## config.mk

```make
export PLATFORM = sky130hd
export DESIGN_NAME = mem_access_stage_flat
export DESIGN_NICKNAME = d
export VERILOG_FILES = /design/src/rtl/mem_access_pkg.sv /design/src/rtl/mem_access_if.sv /design/src/rtl/mem_access_stage_sat_counter8.sv /design/src/rtl/mem_access_stage.sv /design/src/flat_wrapper.sv
export SDC_FILE = /design/constraint.sdc
export NUM_CORES = 1
export LEC_CHECK = 0
export CAP_MARGIN = 20
export CELL_PAD_IN_SITES_DETAIL_PLACEMENT = 0
export CELL_PAD_IN_SITES_GLOBAL_PLACEMENT = 1
export CORE_MARGIN = 1.5
export CORE_UTILIZATION = 35
export CTS_CLUSTER_DIAMETER = 60
export CTS_CLUSTER_SIZE = 40
export DETAILED_ROUTE_END_ITERATION = 10
export PLACE_DENSITY_LB_ADDON = 0.2
export SYNTH_ARGS = -nofsm -noshare
export SYNTH_HDL_FRONTEND = slang
export SYNTH_SLANG_ARGS = --single-unit
```

## constraint.sdc

```tcl
create_clock -name clk -period 2.4 [get_ports clk]
set_input_delay 0.48 -clock clk [delete_from_list [all_inputs] [get_ports clk]]
set_output_delay 0.48 -clock clk [all_outputs]
set_load 0.005 [all_outputs]
```

## src/rtl/mem_access_pkg.sv

```systemverilog
// Shared types and default sizing for the MEM pipeline stage of the 8-bit core.
package mem_access_pkg;
    localparam int DATA_W_DEF    = 8;
    localparam int ADDR_W_DEF    = 8;
    localparam int REG_W_DEF     = 3;
    localparam int MEM_DEPTH_DEF = 10;

    localparam logic [7:0] SAT_MAX = 8'hFF;

    typedef enum logic [1:0] {
        IDLE,
        ACCESS,
        RESP
    } state_t;
endpackage

```

## src/rtl/mem_access_if.sv

```systemverilog
// EX/MEM input, data-memory and MEM/WB output signals of the MEM stage, bundled.
interface mem_access_if #(
    parameter int DATA_W = mem_access_pkg::DATA_W_DEF,
    parameter int ADDR_W = mem_access_pkg::ADDR_W_DEF,
    parameter int REG_W  = mem_access_pkg::REG_W_DEF
);
    logic              flush;
    logic              in_valid;
    logic              in_ready;
    logic [DATA_W-1:0] in_alu_result;
    logic [DATA_W-1:0] in_store_data;
    logic              in_mem_read;
    logic              in_mem_write;
    logic              in_reg_write;
    logic [REG_W-1:0]  in_rd;
    logic [ADDR_W-1:0] mem_address;
    logic [DATA_W-1:0] mem_write_data;
    logic              mem_read;
    logic              mem_write;
    logic [DATA_W-1:0] mem_read_data;
    logic              out_valid;
    logic              out_ready;
    logic [DATA_W-1:0] out_result;
    logic [REG_W-1:0]  out_rd;
    logic              out_reg_write;
    logic              out_fault;
    logic [7:0]        load_count;
    logic [7:0]        store_count;
    logic [7:0]        fault_count;

    modport slave (
        input  flush, in_valid, in_alu_result, in_store_data, in_mem_read,
               in_mem_write, in_reg_write, in_rd, mem_read_data, out_ready,
        output in_ready, mem_address, mem_write_data, mem_read, mem_write,
               out_valid, out_result, out_rd, out_reg_write, out_fault,
               load_count, store_count, fault_count
    );

    modport master (
        output flush, in_valid, in_alu_result, in_store_data, in_mem_read,
               in_mem_write, in_reg_write, in_rd, mem_read_data, out_ready,
        input  in_ready, mem_address, mem_write_data, mem_read, mem_write,
               out_valid, out_result, out_rd, out_reg_write, out_fault,
               load_count, store_count, fault_count
    );
endinterface

```

## src/rtl/mem_access_stage_sat_counter8.sv

```systemverilog
// 8-bit event counter that sticks at 255 instead of wrapping.
module sat_counter8
    import mem_access_pkg::*;
(
    input  logic       clk,
    input  logic       reset,
    input  logic       en_i,
    output logic [7:0] count_o
);
    logic [7:0] count_q;

    // NOTE: state registers use non-blocking assignments so every flop samples pre-edge values.
    always_ff @(posedge clk or posedge reset) begin
        if (reset) begin
            count_q <= '0;
        end else if (en_i && count_q != SAT_MAX) begin
            count_q <= count_q + 8'd1;
        end
    end

    assign count_o = count_q;
endmodule

```

## src/rtl/mem_access_stage.sv

```systemverilog
// MEM stage: one-cycle data-memory access from registered state, then a held MEM/WB entry.
module mem_access_stage
    import mem_access_pkg::*;
#(
    parameter int DATA_W    = DATA_W_DEF,
    parameter int ADDR_W    = ADDR_W_DEF,
    parameter int REG_W     = REG_W_DEF,
    parameter int MEM_DEPTH = MEM_DEPTH_DEF
) (
    input  logic       clk,
    input  logic       reset,
    mem_access_if.slave bus
);
    localparam logic [DATA_W:0] DEPTH_L = (DATA_W + 1)'(MEM_DEPTH);

    state_t            state_q;
    logic [DATA_W-1:0] alu_q;
    logic [DATA_W-1:0] store_q;
    logic [REG_W-1:0]  rd_q;
    logic              rd_en_q;
    logic              wr_en_q;
    logic              reg_write_q;
    logic [DATA_W-1:0] result_q;
    logic [REG_W-1:0]  out_rd_q;
    logic              out_reg_write_q;
    logic              out_fault_q;

    logic in_access;
    logic in_range;
    logic fault;

    // Non-memory ops are never range-checked; read+write together is always a fault.
    always_comb begin
        in_access = (state_q == ACCESS);
        in_range  = ({1'b0, alu_q} < DEPTH_L);
        fault     = (rd_en_q & wr_en_q) | ((rd_en_q | wr_en_q) & ~in_range);
    end

    assign bus.mem_read       = in_access & rd_en_q & ~fault;
    assign bus.mem_write      = in_access & wr_en_q & ~fault;
    assign bus.mem_address    = in_access ? ADDR_W'(alu_q) : '0;
    assign bus.mem_write_data = in_access ? store_q : '0;

    always_ff @(posedge clk or posedge reset) begin
        if (reset) begin
            state_q         <= IDLE;
            alu_q           <= '0;
            store_q         <= '0;
            rd_q            <= '0;
            rd_en_q         <= 1'b0;
            wr_en_q         <= 1'b0;
            reg_write_q     <= 1'b0;
            result_q        <= '0;
            out_rd_q        <= '0;
            out_reg_write_q <= 1'b0;
            out_fault_q     <= 1'b0;
        end else begin
            case (state_q)
                IDLE: begin
                    if (bus.in_valid && !bus.flush) begin
                        alu_q       <= bus.in_alu_result;
                        store_q     <= bus.in_store_data;
                        rd_q        <= bus.in_rd;
                        rd_en_q     <= bus.in_mem_read;
                        wr_en_q     <= bus.in_mem_write;
                        reg_write_q <= bus.in_reg_write;
                        state_q     <= ACCESS;
                    end
                end
                ACCESS: begin
                    result_q        <= fault ? '0 : (rd_en_q ? bus.mem_read_data : alu_q);
                    out_rd_q        <= rd_q;
                    out_reg_write_q <= reg_write_q & ~fault;
                    out_fault_q     <= fault;
                    state_q         <= RESP;
                end
                RESP: begin
                    if (bus.flush || bus.out_ready) begin
                        state_q <= IDLE;
                    end
                end
                default: state_q <= IDLE;
            endcase
        end
    end

    assign bus.in_ready      = (state_q == IDLE);
    assign bus.out_valid     = (state_q == RESP);
    assign bus.out_result    = result_q;
    assign bus.out_rd        = out_rd_q;
    assign bus.out_reg_write = out_reg_write_q;
    assign bus.out_fault     = out_fault_q;

    sat_counter8 u_load_cnt (
        .clk     (clk),
        .reset   (reset),
        .en_i    (in_access & rd_en_q & ~fault),
        .count_o (bus.load_count)
    );

    sat_counter8 u_store_cnt (
        .clk     (clk),
        .reset   (reset),
        .en_i    (in_access & wr_en_q & ~fault),
        .count_o (bus.store_count)
    );

    sat_counter8 u_fault_cnt (
        .clk     (clk),
        .reset   (reset),
        .en_i    (in_access & fault),
        .count_o (bus.fault_count)
    );
endmodule

```

## src/flat_wrapper.sv

```systemverilog
// flat-port wrapper written by rule: the top's interface ports become plain ports
module mem_access_stage_flat import mem_access_pkg::*;
#(
    parameter int DATA_W    = DATA_W_DEF,
    parameter int ADDR_W    = ADDR_W_DEF,
    parameter int REG_W     = REG_W_DEF,
    parameter int MEM_DEPTH = MEM_DEPTH_DEF
)
  (clk, reset, bus_flush, bus_in_valid, bus_in_alu_result, bus_in_store_data, bus_in_mem_read, bus_in_mem_write, bus_in_reg_write, bus_in_rd, bus_mem_read_data, bus_out_ready, bus_in_ready, bus_mem_address, bus_mem_write_data, bus_mem_read, bus_mem_write, bus_out_valid, bus_out_result, bus_out_rd, bus_out_reg_write, bus_out_fault, bus_load_count, bus_store_count, bus_fault_count);
  mem_access_if #(.DATA_W(DATA_W), .ADDR_W(ADDR_W), .REG_W(REG_W)) bus_i ();
  input  logic clk;
  input  logic reset;
  input wire logic [$bits(bus_i.flush)-1:0] bus_flush;
  input wire logic [$bits(bus_i.in_valid)-1:0] bus_in_valid;
  input wire logic [$bits(bus_i.in_alu_result)-1:0] bus_in_alu_result;
  input wire logic [$bits(bus_i.in_store_data)-1:0] bus_in_store_data;
  input wire logic [$bits(bus_i.in_mem_read)-1:0] bus_in_mem_read;
  input wire logic [$bits(bus_i.in_mem_write)-1:0] bus_in_mem_write;
  input wire logic [$bits(bus_i.in_reg_write)-1:0] bus_in_reg_write;
  input wire logic [$bits(bus_i.in_rd)-1:0] bus_in_rd;
  input wire logic [$bits(bus_i.mem_read_data)-1:0] bus_mem_read_data;
  input wire logic [$bits(bus_i.out_ready)-1:0] bus_out_ready;
  output wire logic [$bits(bus_i.in_ready)-1:0] bus_in_ready;
  output wire logic [$bits(bus_i.mem_address)-1:0] bus_mem_address;
  output wire logic [$bits(bus_i.mem_write_data)-1:0] bus_mem_write_data;
  output wire logic [$bits(bus_i.mem_read)-1:0] bus_mem_read;
  output wire logic [$bits(bus_i.mem_write)-1:0] bus_mem_write;
  output wire logic [$bits(bus_i.out_valid)-1:0] bus_out_valid;
  output wire logic [$bits(bus_i.out_result)-1:0] bus_out_result;
  output wire logic [$bits(bus_i.out_rd)-1:0] bus_out_rd;
  output wire logic [$bits(bus_i.out_reg_write)-1:0] bus_out_reg_write;
  output wire logic [$bits(bus_i.out_fault)-1:0] bus_out_fault;
  output wire logic [$bits(bus_i.load_count)-1:0] bus_load_count;
  output wire logic [$bits(bus_i.store_count)-1:0] bus_store_count;
  output wire logic [$bits(bus_i.fault_count)-1:0] bus_fault_count;
  assign bus_i.flush = bus_flush;
  assign bus_i.in_valid = bus_in_valid;
  assign bus_i.in_alu_result = bus_in_alu_result;
  assign bus_i.in_store_data = bus_in_store_data;
  assign bus_i.in_mem_read = bus_in_mem_read;
  assign bus_i.in_mem_write = bus_in_mem_write;
  assign bus_i.in_reg_write = bus_in_reg_write;
  assign bus_i.in_rd = bus_in_rd;
  assign bus_i.mem_read_data = bus_mem_read_data;
  assign bus_i.out_ready = bus_out_ready;
  assign bus_in_ready = bus_i.in_ready;
  assign bus_mem_address = bus_i.mem_address;
  assign bus_mem_write_data = bus_i.mem_write_data;
  assign bus_mem_read = bus_i.mem_read;
  assign bus_mem_write = bus_i.mem_write;
  assign bus_out_valid = bus_i.out_valid;
  assign bus_out_result = bus_i.out_result;
  assign bus_out_rd = bus_i.out_rd;
  assign bus_out_reg_write = bus_i.out_reg_write;
  assign bus_out_fault = bus_i.out_fault;
  assign bus_load_count = bus_i.load_count;
  assign bus_store_count = bus_i.store_count;
  assign bus_fault_count = bus_i.fault_count;
  mem_access_stage #(.DATA_W(DATA_W), .ADDR_W(ADDR_W), .REG_W(REG_W), .MEM_DEPTH(MEM_DEPTH)) u_core (.clk(clk), .reset(reset), .bus(bus_i));
endmodule
```

# --- After elaboration in Yosys (flattened, before gate mapping) ---
# Index checks and enable logic that the tools add are counted.
classes:
  addsub: 3
  n_lt_le_gt_ge: 1
  eq_ne: 7
  muxes: 7
  bitwise: 12
  reduce_logical: 9
ops:
  columns: ["cell", "count"]
  rows:
  - ["8-bit 2-to-1 mux", 4]
  - ["8-bit by 1-bit adder with 8-bit output (second input constant)", 3]
  - ["8-bit != test (second input constant)", 3]
  - ["1-bit bitwise AND", 8]
  - ["8-bit by 4-bit less-than comparator with 1-bit output (second input constant)", 1]
  - ["2-bit one-hot mux with 3 select lines", 1]
  - ["1-bit logical AND", 4]
  - ["2-bit 2-to-1 mux", 2]
  - ["2-bit by 1-bit != test with 1-bit output (second input constant)", 2]
  - ["2-bit AND reduction", 2]
  - ["2-bit by 1-bit == test with 1-bit output (second input constant)", 1]
  - ["2-bit == test (second input constant)", 1]
  - ["2-bit zero test", 1]
  - ["1-bit NOT", 2]
  - ["1-bit bitwise OR", 2]
  - ["1-bit zero test", 1]
  - ["1-bit logical OR", 1]
totals:
  reg_bits: 61
  inputBits: 35
  word_cells: 53

# --- Logic depth before layout (Yosys ltp) ---
# Gate-level depths: netlist (run 1).
logic_depth:
  ltp_word: 7
  depth_mapped: 6
  mapped_depth_nobuf: 6

# --- Cells and area by module ---
# From an unflattened synthesis (run 1), not the netlist that was laid out.
unflattened:
  hier_cells: 258
  hier_area_um2: 2945.3
by_module_without_submodules:
  columns: ["module", "n_inst", "cells_per_inst", "area_per_inst_um2", "seq_area_each_um2"]
  rows:
  - ["mem_access_stage", 1, 144, 1687.9, 925.9]
  - ["sat_counter8", 3, 38, 419.2, 200.2]

# --- Worst setup path before layout (run 1) ---
# Ideal clock, no wire load.
synth_timing:
  path_kind: "flip-flop to flip-flop"
  startpoint: "reg u_core.alu_q[4]"
  endpoint: "reg u_core.u_load_cnt.count_q[1] (netlist: u_core.u_load_cnt.count_o[1])"
  setup_time_ps: 125
  arrival_ps: 1983
  t_required_ps: 2275
  setup_slack_ps: 292
  stages_incl_launch_ff: 5
  n_path_buf: 0
  path_cell_list: "dfrtp_1 > or4_4 > or4_4 > nor2_4 > mux2_2"
synth_via:
  elab_chain_cells: 7
synth_lines:
  columns: ["item", "line_no", "text"]
  rows:
  - ["from (decl)", "mem_access_stage.sv:17", "logic [DATA_W-1:0] alu_q;"]
  - ["from (signal assigned)", "mem_access_stage.sv:61", "alu_q <= bus.in_alu_result;"]
  - ["8-bit by 4-bit less-than comparator with 1-bit output", "mem_access_stage.sv:35", "in_range = ({1'b0, alu_q} < DEPTH_L);"]
  - ["1-bit NOT", "mem_access_stage.sv:36", "fault = (rd_en_q & wr_en_q) | ((rd_en_q | wr_en_q) & ~in_range);"]
  - ["1-bit bitwise AND", "mem_access_stage.sv:36", null]
  - ["1-bit bitwise OR", "mem_access_stage.sv:36", null]
  - ["1-bit NOT", "mem_access_stage.sv:97", ".en_i (in_access & rd_en_q & ~fault),"]
  - ["1-bit bitwise AND", "mem_access_stage.sv:97", null]
  - ["1-bit logical AND", "mem_access_stage_sat_counter8.sv:16", "end else if (en_i && count_q != SAT_MAX) begin"]
  - ["to (signal assigned)", "mem_access_stage_sat_counter8.sv:17", "count_q <= count_q + 8'd1;"]
  - ["to (decl)", "mem_access_stage_sat_counter8.sv:10", "logic [7:0] count_q;"]
# No other way between the ends.
# A chain may end at the register's enable or synchronous reset.

# --- Worst setup path after layout (run 1) ---
layout_timing:
  startpoint: "reg u_core.alu_q[7]"
  endpoint: "reg u_core.u_load_cnt.count_q[6] (netlist: u_core.u_load_cnt.count_o[6])"
# Same word-level chain as after synthesis.

==> results.txt, run 1 <==
The synthesized cell area came out at 2796 µm². The power density over the cells is 751.2 nW/µm². The die boundary width came out at 92.39 µm. The number of hold violations in the final report came to 0. The data required time at the worst endpoint is 2640 ps.

The leakage power figure is 1.856 nW. The CTS buffer count came out at 9. Measured against its own limit, the worst slew margin works out to 64.43%.

In this run the worst hold path is classified as flop to flop. The first global-routing pass estimated 10,940 µm of wire. The total congestion overflow after global routing came out at 0.

The effective utilization at floorplan is 36.19%. The first routing iteration left 88 violations. Compared with the post-synthesis result, the final layout area differs by 51.19%. The routed layout has 2,187 vias. The mean number of vias per cell is 4.754. The arrival time of data at the critical path endpoint is 2630 ps. The maximum buffer depth of the clock tree came out at 2.

The minimum clock period is 2397 ps. The netlist uses 41 different library cells. The net count of the finished layout came out at 391. The run finished with clean final reports. The number of remaining DRC errors came out at 0. The number of antenna violations at the first check in global routing came to 0. The residual antenna-violating net count after detailed routing is 0. TritonCTS built the clock tree. The type of element capturing the critical path is a flop.

The number of standard cells after synthesis came out at 234. Leaving out fill and tap cells, the most frequent cell in the layout is sky130_fd_sc_hd__clkdlybuf4s50_1. The endpoint identified for the worst register-to-register timing path is u_core.u_load_cnt.count_o[6]$_DFFE_PP0P_. During placement, the flow inserted port buffers numbering 91. The clock-pin slew reported for the worst setup and hold paths after clock tree synthesis is 70 ps. The register-to-register setup slack is 3 ps.

The congestion estimate from routability-driven global placement came to 0.7226. The number of optimization iterations in the first detailed-route pass came out at 4. The worst setup path startpoint is u_core.alu_q[7]$_DFFE_PP0P_.

After synthesis, the mean cell area works out to 11.95 µm². The overall routed net length came out at 6541 µm. Along the worst path, the maximum fanout reaches 2.

The tree is rooted in a sky130_fd_sc_hd__clkbuf_8. In this run the worst setup path terminates at u_core.u_load_cnt.count_o[6]$_DFFE_PP0P_. The net count of the mapped netlist came out at 272. The final worst-path cycle share is 99.87%. The final number of max-transition violations was 0.

The via count of the first global-routing pass came out at 2,217. The number of rows created at floorplan came out at 32. The clock reaches the later pin of the worst-skew pair after 330 ps. The category of the critical setup timing path is flop to flop. In this run the count of I/O pins placed on the die edge is 92. The area of the core region came out at 7727 µm².

The final standard cell utilization of the core is 54.71%. The setup-violating endpoint count in the final report is 0. Entering global routing, the biggest net connects 36 pins. The worst hold slack is 469.5 ps.

The die area is 8535 µm². Setup repair after global routing could not meet its margin everywhere. The clock sink count is 61. In the layout the commonest cells are 89 x sky130_fd_sc_hd__clkdlybuf4s50_1, 60 x sky130_fd_sc_hd__dfrtp_1, 29 x sky130_fd_sc_hd__nand2_1, 25 x sky130_fd_sc_hd__mux2_2, 22 x sky130_fd_sc_hd__buf_4. The synthesized flop and latch total is 61. The worst IR drop on VDD came out at 340.0 µV. The total routing usage reported by global routing is 16.52%. Of the cells placed in the final design, the portion with a size suffix greater than 1 is 23.18%. The slew at the pin closest to its max-slew limit came out at 531.1 ps. The detailed-route wire length per cell came out at 14.22 µm. The power consumption is 3.176 mW. The number of cells on the worst reg-to-reg path is 12. The sequential-to-total area share from yosys stat came out at 54.59%. The clock skew after layout came out at 8.828 ps. In this run the number of H-tree levels came out at 3. In this run the vertical extent of the chip is 92.39 µm. For this run, the number of Yosys warnings is 0. The count of maximum capacitance violations is 0. The worst register-to-register path begins at u_core.alu_q[7]$_DFFE_PP0P_. Static timing analysis puts the maximum clock frequency at 417.2 MHz. Detailed placement ended at an HPWL of 4684 µm. Of all flip-flops after synthesis, the portion carrying an async set or reset was 100.0%.

The number of antenna diodes in the final layout is 0. The count of flip-flops with a built-in enable after synthesis came out at 0. The dominant register cell in the synthesized netlist is sky130_fd_sc_hd__dfrtp_1.

The worst setup path is launched from a flop.
-- repair_timing --
item                       CTS  global route
hold buffers                 0             0
setup endpoints to repair   12             6
pin swaps                    2             0
gates resized for setup     11             3
buffers inserted             8             0
-- cell type report --
class | instances | area [µm²]
Fill cell | 687 | 3500
Sequential cell | 61 | 1528
Multi-Input combinational cell | 163 | 1245
Timing Repair Buffer | 116 | 1109
Clock buffer | 13 | 168.9
Tap cell | 102 | 127.6
Clock inverter | 3 | 42.54
Inverter | 2 | 7.507
-- registers in the layout (all words and copies together), names as in the netlist --
name                        cells
u_core.wr_en_q                  1
u_core.state_q                  2
u_core.rd_q                     3
u_core.bus.out_rd               3
u_core.store_q                  8
u_core.reg_write_q              1
u_core.u_store_cnt.count_o      8
u_core.rd_en_q                  1
u_core.bus.out_fault            1
u_core.bus.out_reg_write        1
u_core.u_fault_cnt.count_o      8
u_core.alu_q                    8
u_core.u_load_cnt.count_o       8
u_core.bus.out_result           8
-- stage by stage --
stage | setup slack, ps | TNS, ps | instance area (µm²) | cells
3_3_place_gp | -133.3 | -133.3 | 3950 | 436
3_5_place_dp | -141.4 | -145.8 | 3950 | 436
5_1_grt | -59.05 | -59.05 | 4228 | 460
2_1_floorplan | 292.0 | 0 | 2796 | 234
4_1_cts | 18.31 | 0 | 4215 | 460
6_report | 3.028 | 0 | 4228 | 460
-- synthesized netlist by cell type, types with 4 or more instances --
library cell	n	area [µm²]
sky130_fd_sc_hd__and2_1	15	93.84
sky130_fd_sc_hd__dfrtp_1	61	1526
sky130_fd_sc_hd__nand4_1	6	37.54
sky130_fd_sc_hd__and3_1	5	31.28
sky130_fd_sc_hd__nor2_1	4	15.01
sky130_fd_sc_hd__xnor2_1	11	96.34
sky130_fd_sc_hd__nand2_1	29	108.9
sky130_fd_sc_hd__nand3_1	7	35.03
sky130_fd_sc_hd__mux2_2	25	281.5
sky130_fd_sc_hd__o31ai_1	8	60.06
sky130_fd_sc_hd__xor2_1	5	43.79
sky130_fd_sc_hd__nor2b_1	6	37.54
sky130_fd_sc_hd__mux2i_1	8	80.08
sky130_fd_sc_hd__clkbuf_1	7	26.28
-- how the worst min path moves through the flow --
stage / startpoint / depth (start not counted) / endpoint / slack, ps
2_1_floorplan: u_core.rd_q[0]$_DFFE_PP0P_ / 2 / u_core.bus.out_rd[0]$_DFFE_PP0N_ / 430
3_3_place_gp: u_core.rd_q[0]$_DFFE_PP0P_ / 2 / u_core.bus.out_rd[0]$_DFFE_PP0N_ / 440
3_5_place_dp: u_core.rd_q[1]$_DFFE_PP0P_ / 2 / u_core.bus.out_rd[1]$_DFFE_PP0N_ / 460
4_1_cts: u_core.rd_q[1]$_DFFE_PP0P_ / 2 / u_core.bus.out_rd[1]$_DFFE_PP0N_ / 470
5_1_grt: u_core.rd_q[0]$_DFFE_PP0P_ / 2 / u_core.bus.out_rd[0]$_DFFE_PP0N_ / 500
6_report: u_core.rd_q[0]$_DFFE_PP0P_ / 2 / u_core.bus.out_rd[0]$_DFFE_PP0N_ / 470
-- cells by family after synthesis --
group / count (synthesis) / synth area share, %
XOR/XNOR: 16 / 5.011
flip-flops: 61 / 54.59
AO/OA/AOI/OAI: 20 / 5.191
AND/OR/NAND/NOR: 89 / 18.61
buffers and inverters: 10 / 1.387
adder cells (fa/ha/maj): 4 / 1.745
multiplexers: 34 / 13.47
-- worst max-delay path: stages (launching register included) --
cell and delay, ps:
sky130_fd_sc_hd__dfrtp_1 380, sky130_fd_sc_hd__or4_4 540, sky130_fd_sc_hd__or4_4 440, sky130_fd_sc_hd__inv_2 70, sky130_fd_sc_hd__buf_4 90, sky130_fd_sc_hd__buf_4 90
sky130_fd_sc_hd__buf_4 90, sky130_fd_sc_hd__buf_4 90, sky130_fd_sc_hd__buf_4 90, sky130_fd_sc_hd__buf_4 100, sky130_fd_sc_hd__buf_6 80, sky130_fd_sc_hd__a31oi_1 80
sky130_fd_sc_hd__a41oi_1 170
-- power breakdown --
part / internal [mW] / switching [mW]
combinational: 0.538 / 0.298
sequential: 1.24 / 0.154
clock: 0.564 / 0.386
total: 2.34 / 0.838
-- routing by layer --
layer  GRT usage (%)  wire (µm)  vias to the layer above  share of wire, %
li1                -          -                     1061                 -
met1           21.52       3059                     1056                47
met2           26.53       3040                       59                46
met3           3.530        317                       11               4.8
met4           6.923        123                        0               1.9
met5               0          0                        -                 0
No activity file was read; power rests on OpenSTA's default activity.
==> inputs of run 2 (changes only) <==
CORE_UTILIZATION = 40   (was 35)
DONT_BUFFER_PORTS = 1   (was default)
==> results.txt, run 2 (synthesis gave the netlist of run 1 again) <==
The run finished with clean final reports. The final layout contains 283 nets. The number of remaining DRC errors came out at 0.

In this run the critical register-to-register path is captured at u_core.u_fault_cnt.count_o[1]$_DFFE_PP0P_. The count of H-tree levels built during CTS is 3. The via count of the first global-routing pass came out at 1,793. For this run, the detailed router's first-pass iteration total came to 4. Entering global routing, the biggest net connects 33 pins. The slew at the pin closest to its max-slew limit came out at 680.7 ps.

The final route contains 1,786 vias. Traced cell by cell, the critical path runs through or4_4, or4_4, inv_4. The die area came out at 7501 µm². The worst register-to-register path has a depth of 5. The slowest stage cell on the critical path is sky130_fd_sc_hd__or4_4. The wire length of the first global-routing pass is 9604 µm. The total routing usage reported by global routing came out at 17.26%. The worst IR drop on VDD came out at 335.2 µV. The count of placed standard cells in the final layout, fillers left out came out at 344. CTS saw 61 sinks.

The power consumption came out at 2.675 mW. In this run the post-CTS setup repair buffer count came out at 0. The y dimension of the die came out at 86.61 µm. The library cell used most frequently in the layout, excluding fill and tap cells, is sky130_fd_sc_hd__dfrtp_1. The final worst-path cycle share came out at 98.68%. The effective utilization at floorplan came out at 41.16%. Detailed placement ended at an HPWL of 4225 µm. The clock skew after layout is 9.102 ps. The residual antenna-violating net count after detailed routing came out at 0.

The setup check on the worst reg-to-reg path leaves a slack of 240 ps. The largest driver fanout on the critical path came out at 4. The final number of max-transition violations is 0.

For this run the aggregate overflow at the end of global routing stands at 0. The number of antenna violations at the first check in global routing is 1. The worst max-slew margin expressed relative to the limit came out at 54.55%. The quantity of hold-fixing buffers added after cts is 0. The startpoint of the worst-slack reg-to-reg timing path is u_core.alu_q[4]$_DFFE_PP0P_. In this run the worst hold path is classified as primary input to async pin. The minimum clock period came out at 2368 ps. The overall routed net length came out at 5946 µm. The final standard cell utilization of the core came out at 45.91%. The final weighted congestion in routability-driven placement came out at 0.7683.

The tree is rooted in a sky130_fd_sc_hd__clkbuf_8. The repair_antennas step left the layout with diodes totalling 0. The cell count after placement came out at 330. The worst setup path is launched from a flop.

The mean number of vias per cell is 5.192. The insertion delay of the later-clocked pin in the worst-skew pair came out at 330 ps. The leakage power figure is 1.410 nW. The cell seen most often among critical-path stages is sky130_fd_sc_hd__or4_4. The category of the critical setup timing path is flop to output pin. The number of fillers in the final layout is 654.

The final sum of negative setup slack came out at 0 ps. The fraction of layout instances using a drive strength above 1 is 24.19%. For this block, the initial DRC count from the detailed router was 75.

The worst path meets setup with 31.80 ps of slack. The count of input and output buffers is 0. The number of hold violations in the final report came out at 0. The area of the core region came out at 6794 µm².

The maximum buffer depth of the clock tree is 2. The CTS buffer count is 9. Setup repair after global routing could not meet its margin everywhere. TritonCTS built the clock tree. In the layout the commonest cells are 61 x sky130_fd_sc_hd__dfrtp_1, 29 x sky130_fd_sc_hd__nand2_1, 25 x sky130_fd_sc_hd__mux2_2, 15 x sky130_fd_sc_hd__and2_1.

The die boundary width is 86.61 µm. The synthesis-to-layout area growth is 11.54%. The number of I/O pins is 92. The data required time at the worst endpoint is 1920 ps.

The setup-violating endpoint count in the final report is 0. The count of maximum capacitance violations is 0. The maximum clock frequency is 422.3 MHz. The power density over the cells came out at 857.5 nW/µm².

The delay contributed by the slowest stage of the critical path came out at 570 ps. Data arrives at the worst endpoint at 1890 ps. Dividing the detail-routed wire length by the instance count gives 17.28 µm. In this run the core area contains 30 standard-cell rows. STA classifies the critical path endpoint as an output pin. The clock-pin slew reported for the worst setup and hold paths after clock tree synthesis came out at 70 ps. At the placement stage, the worst setup path has a slack of 220.9 ps.
-- run 2: cell count changes in the layout (fill, tap and decap cells not counted), sizes merged --
cell / delta
clkdlybuf4s50: -89
buf: -19
bufinv: -1
clkbuf: -1
clkinv: +1
clkinvlp: -1
-- run 2: how the worst max path moves through the flow --
stage | startpoint | slack, ps | cells after the start | end
global route | u_core.alu_q[5]$_DFFE_PP0P_ | -30 | 3 | bus_mem_read
finish | u_core.alu_q[4]$_DFFE_PP0P_ | 30 | 3 | bus_mem_read
detailed placement | u_core.alu_q[4]$_DFFE_PP0P_ | 220 | 4 | u_core.u_load_cnt.count_o[1]$_DFFE_PP0P_
global placement | u_core.alu_q[4]$_DFFE_PP0P_ | 250 | 4 | u_core.u_load_cnt.count_o[1]$_DFFE_PP0P_
CTS | u_core.alu_q[4]$_DFFE_PP0P_ | 20 | 3 | bus_mem_read
floorplan | u_core.alu_q[4]$_DFFE_PP0P_ | 290 | 4 | u_core.u_load_cnt.count_o[1]$_DFFE_PP0P_
-- run 2: repair_timing --
action / 4_1_cts / 5_1_grt
endpoints found under the setup margin: 1 / 1
resized for setup: 1 / 1
pin swaps: 1 / 0
-- run 2: critical path, delay by kind of cell, from the launching register on --
kind,cells,cell delay [ps]
AND/OR/NAND/NOR,2,1070
flip-flops,1,400
buffers and inverters,1,90
-- run 2: area by class of cell --
type | count | area, µm² | share of cell area, %
repair buffers | 8 | 60.06 | 1.925
flip-flops and latches | 61 | 1526 | 48.94
well taps | 96 | 120.1 | 3.851
clock buffers | 12 | 155.1 | 4.974
clock inverters | 2 | 10.01 | 0.3209
multi-input cells | 163 | 1237 | 39.67
inverters | 2 | 10.01 | 0.3209
-- run 2: per-layer routing --
metal	share of wire, %	track usage, %	up-vias
met1	48	24.69	862
met5	0.22	0	-
met4	1.5	7.038	2
li1	-	-	848
met3	7.7	7.333	10
met2	42	22.73	64
-- run 2: metrics by stage --
step | cell area, µm² | hold WS (ps)
floorplan | 2796 | 434.8
global placement | 2952 | 452.9
detailed placement | 2952 | 451.9
CTS | 3117 | 148.5
global route | 3119 | 166.1
finish | 3119 | 126.6
-- run 2: report_power, final --
group	internal [mW]	switching, mW
clock network	0.417	0.382
registers	1.24	0.198
logic	0.231	0.212
total	1.88	0.791
